--- src/rtl/regmem_sequencer_if.sv ---
// Command, RegisterMemory and response signals of regmem_sequencer.
// slave = sequencer side, master = control unit / memory side.
interface regmem_sequencer_if #(
  parameter int unsigned ADDR_W = 5,
  parameter int unsigned DATA_W = 8
);
  logic              cmd_valid;
  logic              cmd_ready;
  logic [1:0]        cmd_op;
  logic [ADDR_W-1:0] cmd_dst;
  logic [ADDR_W-1:0] cmd_src;
  logic [DATA_W-1:0] cmd_imm;
  logic [1:0]        cmd_fn;

  logic [ADDR_W-1:0] mem_address;
  logic [DATA_W-1:0] mem_data_in;
  logic              mem_read_en;
  logic              mem_write_en;
  logic [1:0]        mem_select_fn;
  logic              mem_fn_valid;
  logic [DATA_W-1:0] mem_data_out;
  logic [3:0]        mem_flag;

  logic              rsp_valid;
  logic [DATA_W-1:0] rsp_data;
  logic [3:0]        rsp_flag;
  logic              busy;

  modport slave (
    input  cmd_valid, cmd_op, cmd_dst, cmd_src, cmd_imm, cmd_fn,
    input  mem_data_out, mem_flag,
    output cmd_ready,
    output mem_address, mem_data_in, mem_read_en, mem_write_en,
    output mem_select_fn, mem_fn_valid,
    output rsp_valid, rsp_data, rsp_flag, busy
  );

  modport master (
    output cmd_valid, cmd_op, cmd_dst, cmd_src, cmd_imm, cmd_fn,
    output mem_data_out, mem_flag,
    input  cmd_ready,
    input  mem_address, mem_data_in, mem_read_en, mem_write_en,
    input  mem_select_fn, mem_fn_valid,
    input  rsp_valid, rsp_data, rsp_flag, busy
  );
endinterface

--- src/rtl/regmem_sequencer.sv ---
// Single-command sequencer driving RegisterMemory as fixed phase sequences.
// Define SEQ_TRISTATE_FN_EN to float mem_select_fn (2'bzz) while no function is live.
module regmem_sequencer #(
  parameter int unsigned ADDR_W   = 5,
  parameter int unsigned DATA_W   = 8,
  parameter int unsigned RES_ADDR = 2
) (
  input logic             clk,
  input logic             rst,
  regmem_sequencer_if.slave bus
);

  localparam logic [2:0] S_IDLE = 3'd0;
  localparam logic [2:0] S_FN   = 3'd1;
  localparam logic [2:0] S_FNG  = 3'd2;
  localparam logic [2:0] S_RD   = 3'd3;
  localparam logic [2:0] S_WR   = 3'd4;
  localparam logic [2:0] S_GAP  = 3'd5;
  localparam logic [2:0] S_DONE = 3'd6;

  localparam logic [1:0] OP_LDI  = 2'b00;
  localparam logic [1:0] OP_MOV  = 2'b01;
  localparam logic [1:0] OP_ALU  = 2'b10;
  localparam logic [1:0] OP_READ = 2'b11;

  localparam logic [ADDR_W-1:0] RES = ADDR_W'(RES_ADDR);

  logic [2:0]        state_q;
  logic [1:0]        op_q;
  logic [ADDR_W-1:0] dst_q;
  logic [DATA_W-1:0] cap_q;
  logic [3:0]        flag_q;

  logic [ADDR_W-1:0] address_q;
  logic [DATA_W-1:0] data_in_q;
  logic              read_en_q;
  logic              write_en_q;
  logic [1:0]        sel_q;
  logic              fn_valid_q;
  logic              rsp_valid_q;
  logic [DATA_W-1:0] rsp_data_q;
  logic [3:0]        rsp_flag_q;

  // Every mem_* output is loaded on the edge that enters the phase using it,
  // so the case below is keyed on the state being left.
  always_ff @(posedge clk or negedge rst) begin
    if (!rst) begin
      state_q     <= S_IDLE;
      op_q        <= OP_LDI;
      dst_q       <= '0;
      cap_q       <= '0;
      flag_q      <= '0;
      address_q   <= '0;
      data_in_q   <= '0;
      read_en_q   <= 1'b0;
      write_en_q  <= 1'b0;
      sel_q       <= '0;
      fn_valid_q  <= 1'b0;
      rsp_valid_q <= 1'b0;
      rsp_data_q  <= '0;
      rsp_flag_q  <= '0;
    end else begin
      read_en_q   <= 1'b0;
      write_en_q  <= 1'b0;
      fn_valid_q  <= 1'b0;
      sel_q       <= '0;
      rsp_valid_q <= 1'b0;
      case (state_q)
        S_IDLE: begin
          if (bus.cmd_valid) begin
            op_q  <= bus.cmd_op;
            dst_q <= bus.cmd_dst;
            cap_q <= bus.cmd_imm;
            case (bus.cmd_op)
              OP_LDI: begin
                state_q    <= S_WR;
                address_q  <= bus.cmd_dst;
                data_in_q  <= bus.cmd_imm;
                write_en_q <= 1'b1;
              end
              OP_ALU: begin
                state_q    <= S_FN;
                sel_q      <= bus.cmd_fn;
                fn_valid_q <= 1'b1;
              end
              default: begin
                state_q   <= S_RD;
                address_q <= bus.cmd_src;
                read_en_q <= 1'b1;
              end
            endcase
          end
        end
        S_FN: state_q <= S_FNG;
        S_FNG: begin
          flag_q    <= bus.mem_flag;
          state_q   <= S_RD;
          address_q <= RES;
          read_en_q <= 1'b1;
        end
        S_RD: begin
          cap_q <= bus.mem_data_out;
          if (op_q == OP_READ || (op_q == OP_ALU && dst_q == RES)) begin
            state_q     <= S_DONE;
            rsp_valid_q <= 1'b1;
            rsp_data_q  <= bus.mem_data_out;
            rsp_flag_q  <= (op_q == OP_ALU) ? flag_q : 4'b0000;
          end else begin
            state_q    <= S_WR;
            address_q  <= dst_q;
            data_in_q  <= bus.mem_data_out;
            write_en_q <= 1'b1;
          end
        end
        S_WR: state_q <= S_GAP;
        S_GAP: begin
          state_q     <= S_DONE;
          rsp_valid_q <= 1'b1;
          rsp_data_q  <= cap_q;
          rsp_flag_q  <= (op_q == OP_ALU) ? flag_q : 4'b0000;
        end
        default: state_q <= S_IDLE;
      endcase
    end
  end

  assign bus.cmd_ready     = (state_q == S_IDLE);
  assign bus.busy          = (state_q != S_IDLE);
  assign bus.mem_address   = address_q;
  assign bus.mem_data_in   = data_in_q;
  assign bus.mem_read_en   = read_en_q;
  assign bus.mem_write_en  = write_en_q;
  assign bus.mem_fn_valid  = fn_valid_q;
  assign bus.rsp_valid     = rsp_valid_q;
  assign bus.rsp_data      = rsp_data_q;
  assign bus.rsp_flag      = rsp_flag_q;

`ifdef SEQ_TRISTATE_FN_EN
  assign bus.mem_select_fn = fn_valid_q ? sel_q : 2'bzz;
`else
  assign bus.mem_select_fn = sel_q;
`endif

endmodule

--- src/flat_wrapper.sv ---
// flat-port wrapper written by rule: the top's interface ports become plain ports
module regmem_sequencer_flat 
#(
  parameter int unsigned ADDR_W   = 5,
  parameter int unsigned DATA_W   = 8,
  parameter int unsigned RES_ADDR = 2
)
  (clk, rst, bus_cmd_valid, bus_cmd_op, bus_cmd_dst, bus_cmd_src, bus_cmd_imm, bus_cmd_fn, bus_mem_data_out, bus_mem_flag, bus_cmd_ready, bus_mem_address, bus_mem_data_in, bus_mem_read_en, bus_mem_write_en, bus_mem_select_fn, bus_mem_fn_valid, bus_rsp_valid, bus_rsp_data, bus_rsp_flag, bus_busy);
  regmem_sequencer_if #(.ADDR_W(ADDR_W), .DATA_W(DATA_W)) bus_i ();
  input logic clk;
  input logic rst;
  input wire logic [$bits(bus_i.cmd_valid)-1:0] bus_cmd_valid;
  input wire logic [$bits(bus_i.cmd_op)-1:0] bus_cmd_op;
  input wire logic [$bits(bus_i.cmd_dst)-1:0] bus_cmd_dst;
  input wire logic [$bits(bus_i.cmd_src)-1:0] bus_cmd_src;
  input wire logic [$bits(bus_i.cmd_imm)-1:0] bus_cmd_imm;
  input wire logic [$bits(bus_i.cmd_fn)-1:0] bus_cmd_fn;
  input wire logic [$bits(bus_i.mem_data_out)-1:0] bus_mem_data_out;
  input wire logic [$bits(bus_i.mem_flag)-1:0] bus_mem_flag;
  output wire logic [$bits(bus_i.cmd_ready)-1:0] bus_cmd_ready;
  output wire logic [$bits(bus_i.mem_address)-1:0] bus_mem_address;
  output wire logic [$bits(bus_i.mem_data_in)-1:0] bus_mem_data_in;
  output wire logic [$bits(bus_i.mem_read_en)-1:0] bus_mem_read_en;
  output wire logic [$bits(bus_i.mem_write_en)-1:0] bus_mem_write_en;
  output wire logic [$bits(bus_i.mem_select_fn)-1:0] bus_mem_select_fn;
  output wire logic [$bits(bus_i.mem_fn_valid)-1:0] bus_mem_fn_valid;
  output wire logic [$bits(bus_i.rsp_valid)-1:0] bus_rsp_valid;
  output wire logic [$bits(bus_i.rsp_data)-1:0] bus_rsp_data;
  output wire logic [$bits(bus_i.rsp_flag)-1:0] bus_rsp_flag;
  output wire logic [$bits(bus_i.busy)-1:0] bus_busy;
  assign bus_i.cmd_valid = bus_cmd_valid;
  assign bus_i.cmd_op = bus_cmd_op;
  assign bus_i.cmd_dst = bus_cmd_dst;
  assign bus_i.cmd_src = bus_cmd_src;
  assign bus_i.cmd_imm = bus_cmd_imm;
  assign bus_i.cmd_fn = bus_cmd_fn;
  assign bus_i.mem_data_out = bus_mem_data_out;
  assign bus_i.mem_flag = bus_mem_flag;
  assign bus_cmd_ready = bus_i.cmd_ready;
  assign bus_mem_address = bus_i.mem_address;
  assign bus_mem_data_in = bus_i.mem_data_in;
  assign bus_mem_read_en = bus_i.mem_read_en;
  assign bus_mem_write_en = bus_i.mem_write_en;
  assign bus_mem_select_fn = bus_i.mem_select_fn;
  assign bus_mem_fn_valid = bus_i.mem_fn_valid;
  assign bus_rsp_valid = bus_i.rsp_valid;
  assign bus_rsp_data = bus_i.rsp_data;
  assign bus_rsp_flag = bus_i.rsp_flag;
  assign bus_busy = bus_i.busy;
  regmem_sequencer #(.ADDR_W(ADDR_W), .DATA_W(DATA_W), .RES_ADDR(RES_ADDR)) u_core (.clk(clk), .rst(rst), .bus(bus_i));
endmodule
--- config.mk ---
export PLATFORM = sky130hd
export DESIGN_NAME = regmem_sequencer_flat
export DESIGN_NICKNAME = d
export VERILOG_FILES = /design/src/rtl/regmem_sequencer_if.sv /design/src/rtl/regmem_sequencer.sv /design/src/flat_wrapper.sv
export SDC_FILE = /design/constraint.sdc
export NUM_CORES = 1
export LEC_CHECK = 0
export BUFFER_PORTS_ARGS = -buffer_cell sky130_fd_sc_hd__buf_2
export CAP_MARGIN = 10
export CORE_MARGIN = 8
export CORE_UTILIZATION = 56
export CTS_BUF_LIST = sky130_fd_sc_hd__clkbuf_16
export DETAILED_ROUTE_END_ITERATION = 16
export PLACE_DENSITY_LB_ADDON = 0.25
export SLEW_MARGIN = 20
export SYNTH_ARGS = -nofsm -noshare
export SYNTH_HDL_FRONTEND = slang
export SYNTH_SLANG_ARGS = --single-unit
--- constraint.sdc ---
create_clock -name clk -period 2.9 [get_ports clk]
set_clock_uncertainty 0.05 [all_clocks]
set_input_delay 0.58 -clock clk [delete_from_list [all_inputs] [get_ports clk]]
set_output_delay 0.58 -clock clk [all_outputs]
set_load 0.02 [all_outputs]
== After elaboration in Yosys (flattened, before gate mapping) ==
Index checks and enable logic that the tools add are counted.

* Flip-flop bits (word level): 53
* Input bits: 37
* Output and inout bits: 33
* Word-level logic and storage cells: 76

* Equal/unequal tests: 14
* Muxes and demuxes: 34
* Reduce and logical (&&, ||, !) cells: 14

{| class="wikitable"
|+ Operator list
! kind !! count
|-
| $pmux 8 s2 || 3
|-
| $mux 8 || 5
|-
| $pmux 3 s6 || 1
|-
| $pmux 5 s3 || 1
|-
| $mux 5 || 2
|-
| $pmux 5 s2 || 1
|-
| $mux 1 || 9
|-
| $mux 2 || 4
|-
| $mux 4 || 2
|-
| $pmux 4 s2 || 1
|-
| $reduce_and 4->1 || 2
|-
| $eq 2x2->1 const B || 3
|-
| $eq 3x2->1 const B || 2
|-
| $eq 3x3->1 const B || 2
|-
| $ne 2x2->1 const B || 3
|-
| $pmux 1 s2 || 3
|-
| $pmux 3 s2 || 1
|-
| $reduce_and 2->1 || 3
|-
| $reduce_bool 3->1 || 2
|-
| $eq 5x2->1 const B || 1
|-
| $ne 2x1->1 const B || 2
|-
| $reduce_bool 2->1 || 2
|-
| $eq 3x1->1 const B || 1
|-
| $logic_not 3->1 || 1
|-
| other kinds (5) || 5
|}

== Depth between registers and ports, before layout ==
* Depth in word-level cells: 5
* Mapped depth: 7
* Mapped depth without buffers: 4

== Least setup slack after synthesis ==
OpenSTA, ideal clock, no wires.

* Path type: input to register
* Start point: in bus_cmd_op[1]
* End point: reg u_core.data_in_q[0], in the netlist u_core.bus.mem_data_in[0]
* Setup time: 0.125 ns
* Arrival time: 1.731 ns
* Required time: 2.725 ns
* Slack: 0.994 ns
* Cell stages on the path: 4
* Path through: nor2_1 a22o_1 buf_2 mux2_2

* Longest elaborated chain between the ends: 3

{| class="wikitable"
|+ RTL lines
! element !! RTL line !! text
|-
| start, declared || flat_wrapper.sv:13 || <nowiki>input wire logic [$bits(bus_i.cmd_op)-1:0] bus_cmd_op;</nowiki>
|-
| $logic_not 2->1 || regmem_sequencer.sv:74 || <nowiki>case (bus.cmd_op)</nowiki>
|-
| $ne 2x1->1 (no line) || n/a ||
|-
| $reduce_and 4->1 (no line) || n/a ||
|-
| end signal, assigned || regmem_sequencer.sv:78 || <nowiki>data_in_q <= bus.cmd_imm;</nowiki>
|-
| end signal, assigned || regmem_sequencer.sv:111 || <nowiki>data_in_q <= bus.mem_data_out;</nowiki>
|-
| end, declared || regmem_sequencer.sv:35 || <nowiki>logic [DATA_W-1:0] data_in_q;</nowiki>
|}

Every way passes these cells.
A chain may end at the register's enable or synchronous reset.

== Worst setup path after layout ==
* Start point: reg u_core.state_q[1]
* End point: reg u_core.data_in_q[6], in the netlist u_core.bus.mem_data_in[6]

* Longest elaborated chain between the ends: 3
* Elaborated cells on any way between the ends: 8

{| class="wikitable"
|+ RTL lines
! element !! RTL line !! text
|-
| start, declared || regmem_sequencer.sv:28 || <nowiki>logic [2:0] state_q;</nowiki>
|-
| start signal, assigned || regmem_sequencer.sv:48 || <nowiki>state_q <= S_IDLE;</nowiki>
|-
| start signal, assigned || regmem_sequencer.sv:76 || <nowiki>state_q <= S_WR;</nowiki>
|-
| start signal, assigned || regmem_sequencer.sv:82 || <nowiki>state_q <= S_FN;</nowiki>
|-
| $eq 3x2->1 or $logic_not 3->1 (tied branches) || regmem_sequencer.sv:68 || <nowiki>case (state_q)</nowiki>
|-
| $ne 2x2->1 (no line) (tied with other cells) || n/a ||
|-
| $reduce_and 4->1 (no line) || n/a ||
|}

Parallel ways exist; a longest one is shown, timed or not.

==> run summary <==
n_diodes: 0
status: finished clean
RSZ-0062 raised after global routing: no
multiplexer area fraction after synthesis: 0.3057
terminus of the critical flop-to-flop path: u_core.bus.mem_data_in[6]
CP max FO: 17
Critical Path Sink Type: register
Post-Route WL: 5.282 mm
Vias: 1729
row count: 24
reg2reg setup slack: 0.69 ns
WP data arrival: 2.33 ns
max_cap viols: 0
Clock Tree Buf Depth: 2
layout cells sized above 1: 0.4981
Peak VDD IR: 0.0005561 V
synth warn: 0
Die Ht: 83.10 um
hold buffers post-CTS: 0
CTS Root Cell: clkbuf_16
initial antenna violation count: 0
Top FF cell, synth: dfrtp_1
die area: 6905 um^2
R2R Path Start: u_core.state_q[1]
post-synth cell types: 31
Synth Area in Compound Gates: 0.06948
Synth async-reset ratio: 1.000
main combinational cell family by area after synthesis: multiplexers
clk sink count: 53
Post-Syn Nets: 232
starting density of the core: 0.5790
Worst Max-Slew Pin Slew: 0.5850 ns
initial drt markers: 69
Final period util: 0.7607
Crit path required time: 3.02 ns
post-synthesis sequential element count: 53
Nets: 303
CTS tree: built
synthesized instance count: 195
first-pass GRT wire length: 9.218 mm
# DRC: 0
FMAX: 0.4533 GHz
Num CTS Buffers: 5
pwr dens: 1136 nW/um^2
crit path kind: register to register
first-pass iteration count of the detailed router: 4
Slew headroom: 0.6100
Synth top area share: 0.5261
drt wl/cell: 16.56 um
multi-input logic area: 1094 um^2
HPWL reported at the end of detailed placement: 4.038 mm
post-cts sizing count: 0
Commonest cells post-synth: dfrtp_1, mux2_2, mux2i_1
DP Area: 2905 um^2
post-synthesis adder-cell area fraction: 0
io pins: 70
Die W: 83.10 um
H-tree levels: 2
crit-path cells: nand2b_1 -> nor2_1 -> buf_4 -> a22o_1 -> mux2_2
gr ovfl total: 0
xor/xnor share of the synthesized area: 0
sequential area share after synthesis: 0.5261
slowest stage cell, crit path: dfrtp_1
design area: 3044 um^2
register area: 1326 um^2
worst skew pair latency: 0.29 ns
clock-pin slew on the worst setup and hold paths: 0.07 ns
CP startpoint kind: register
Simple-Gate Fraction of Synth Area: 0.05658
Fillers: 318
setup TNS: 0 ns
Leak: 1.480 nW
Hold Path Class: primary input to asynchronous set/reset pin
Final min period: 2.206 ns
core area: 4354 um^2
most common cell in the synthesized netlist: dfrtp_1
largest net degree at the start of global routing: 38
Worst R2R Path Depth: 5
GPL Wtd Cong: 0.7905
Post-CTS Setup Repair Bufs: 0
area leader, netlist: dfrtp_1
Syn Std Cell Area: 2521 um^2
antenna viol nets, final: 0
Syn Area/Cell: 12.93 um^2
Hold Vio Cnt, Final: 0
aggregate global-route resource usage: 0.1591
Final Setup Violations: 0
EDFF count, synth: 0
CP max stage delay: 0.52 ns
I/O Buffers: 69
ranking of synthesized cells by area: dfrtp_1, mux2_2, mux2_4
via/cell ratio: 5.420
vias in the first global route: 1905
area delta synth->final: 20.74%
Max Slew Vio Count: 0
cell usage in the layout (no fill, tap or decap), types with 4 or more instances in the layout:
cell type / count
buf_2: 69
dfrtp_1: 53
mux2_2: 32
mux2i_1: 17
mux2_4: 16
nand2_1: 13
a21oi_1: 11
inv_1: 10
o21ai_0: 9
clkbuf_16: 5
buf_4: 5
nor2_1: 4
cell type report:
cell class / count / area share
tap: 52 / 0.02137
multi-input combinational: 122 / 0.3592
clock buffer: 5 / 0.04110
sequential: 53 / 0.4357
timing repair buffer: 74 / 0.1258
clock inverter: 3 / 0.004521
inverter: 10 / 0.01233
how the worst max path moves through the flow:
stage                 startpoint                        end  slack [ns]
3_3_place_gp   u_core.state_q[1]  u_core.bus.mem_data_in[1]        0.77
2_1_floorplan      bus_cmd_op[1]  u_core.bus.mem_data_in[0]        0.99
4_1_cts        u_core.state_q[1]  u_core.bus.mem_data_in[6]        0.70
6_report       u_core.state_q[1]  u_core.bus.mem_data_in[6]        0.69
3_5_place_dp   u_core.state_q[1]  u_core.bus.mem_data_in[6]        0.73
5_1_grt        u_core.state_q[1]  u_core.bus.mem_data_in[6]        0.54
cells by family (layout without fill, tap and decap cells):
| family | count (synthesis) | in the layout |
|---|---|---|
| mux | 65 | 65 |
| flops | 53 | 53 |
| buf+inv | 20 | 92 |
| simple gates | 29 | 29 |
| compound gates | 28 | 28 |
layer usage:
metal	global-route usage	part of all wire
met5	0	0
met4	0.04792	0.012
met3	0.05762	0.062
met2	0.2539	0.46
met1	0.1959	0.46
critical path: cells and delay by family (launching register included):
kind,cells,cell delay [ns]
and+or+nand+nor,2,0.50
buffers and inverters,1,0.22
DFF,1,0.52
AOI/OAI and AO/OA,1,0.41
muxes,1,0.39
where the power goes:
part	total (mW)	internal, mW	switching (mW)
clock network	0.566	0.314	0.252
registers	1.33	1.10	0.231
logic	1.56	0.744	0.819
total	3.46	2.16	1.30
sequential cells by signal (all words and copies together), names as in the netlist:
| name | flops |
|---|---|
| u_core.bus.mem_address | 5 |
| u_core.bus.mem_data_in | 8 |
| u_core.bus.mem_fn_valid | 1 |
| u_core.bus.mem_read_en | 1 |
| u_core.bus.mem_select_fn | 2 |
| u_core.bus.mem_write_en | 1 |
| u_core.bus.rsp_data | 8 |
| u_core.bus.rsp_flag | 4 |
| u_core.bus.rsp_valid | 1 |
| u_core.cap_q | 8 |
| u_core.dst_q | 5 |
| u_core.flag_q | 4 |
| u_core.op_q | 2 |
| u_core.state_q | 3 |
per-stage QoR:
step                      std cells  hold slack [ns]  worst slack [ns]  total power, mW    util
after floorplan                 195           0.2344            0.9941            2.481       -
after global placement          311           0.4368            0.7679            2.868  0.6672
after detailed placement        311           0.4413            0.7329            2.920  0.6672
after CTS                       319           0.1557            0.7048            3.495  0.6991
after global routing            319           0.1701            0.5351            3.682  0.6991
final                           319           0.1446            0.6940            3.459  0.6991
No activity file was read; power rests on OpenSTA's default activity.
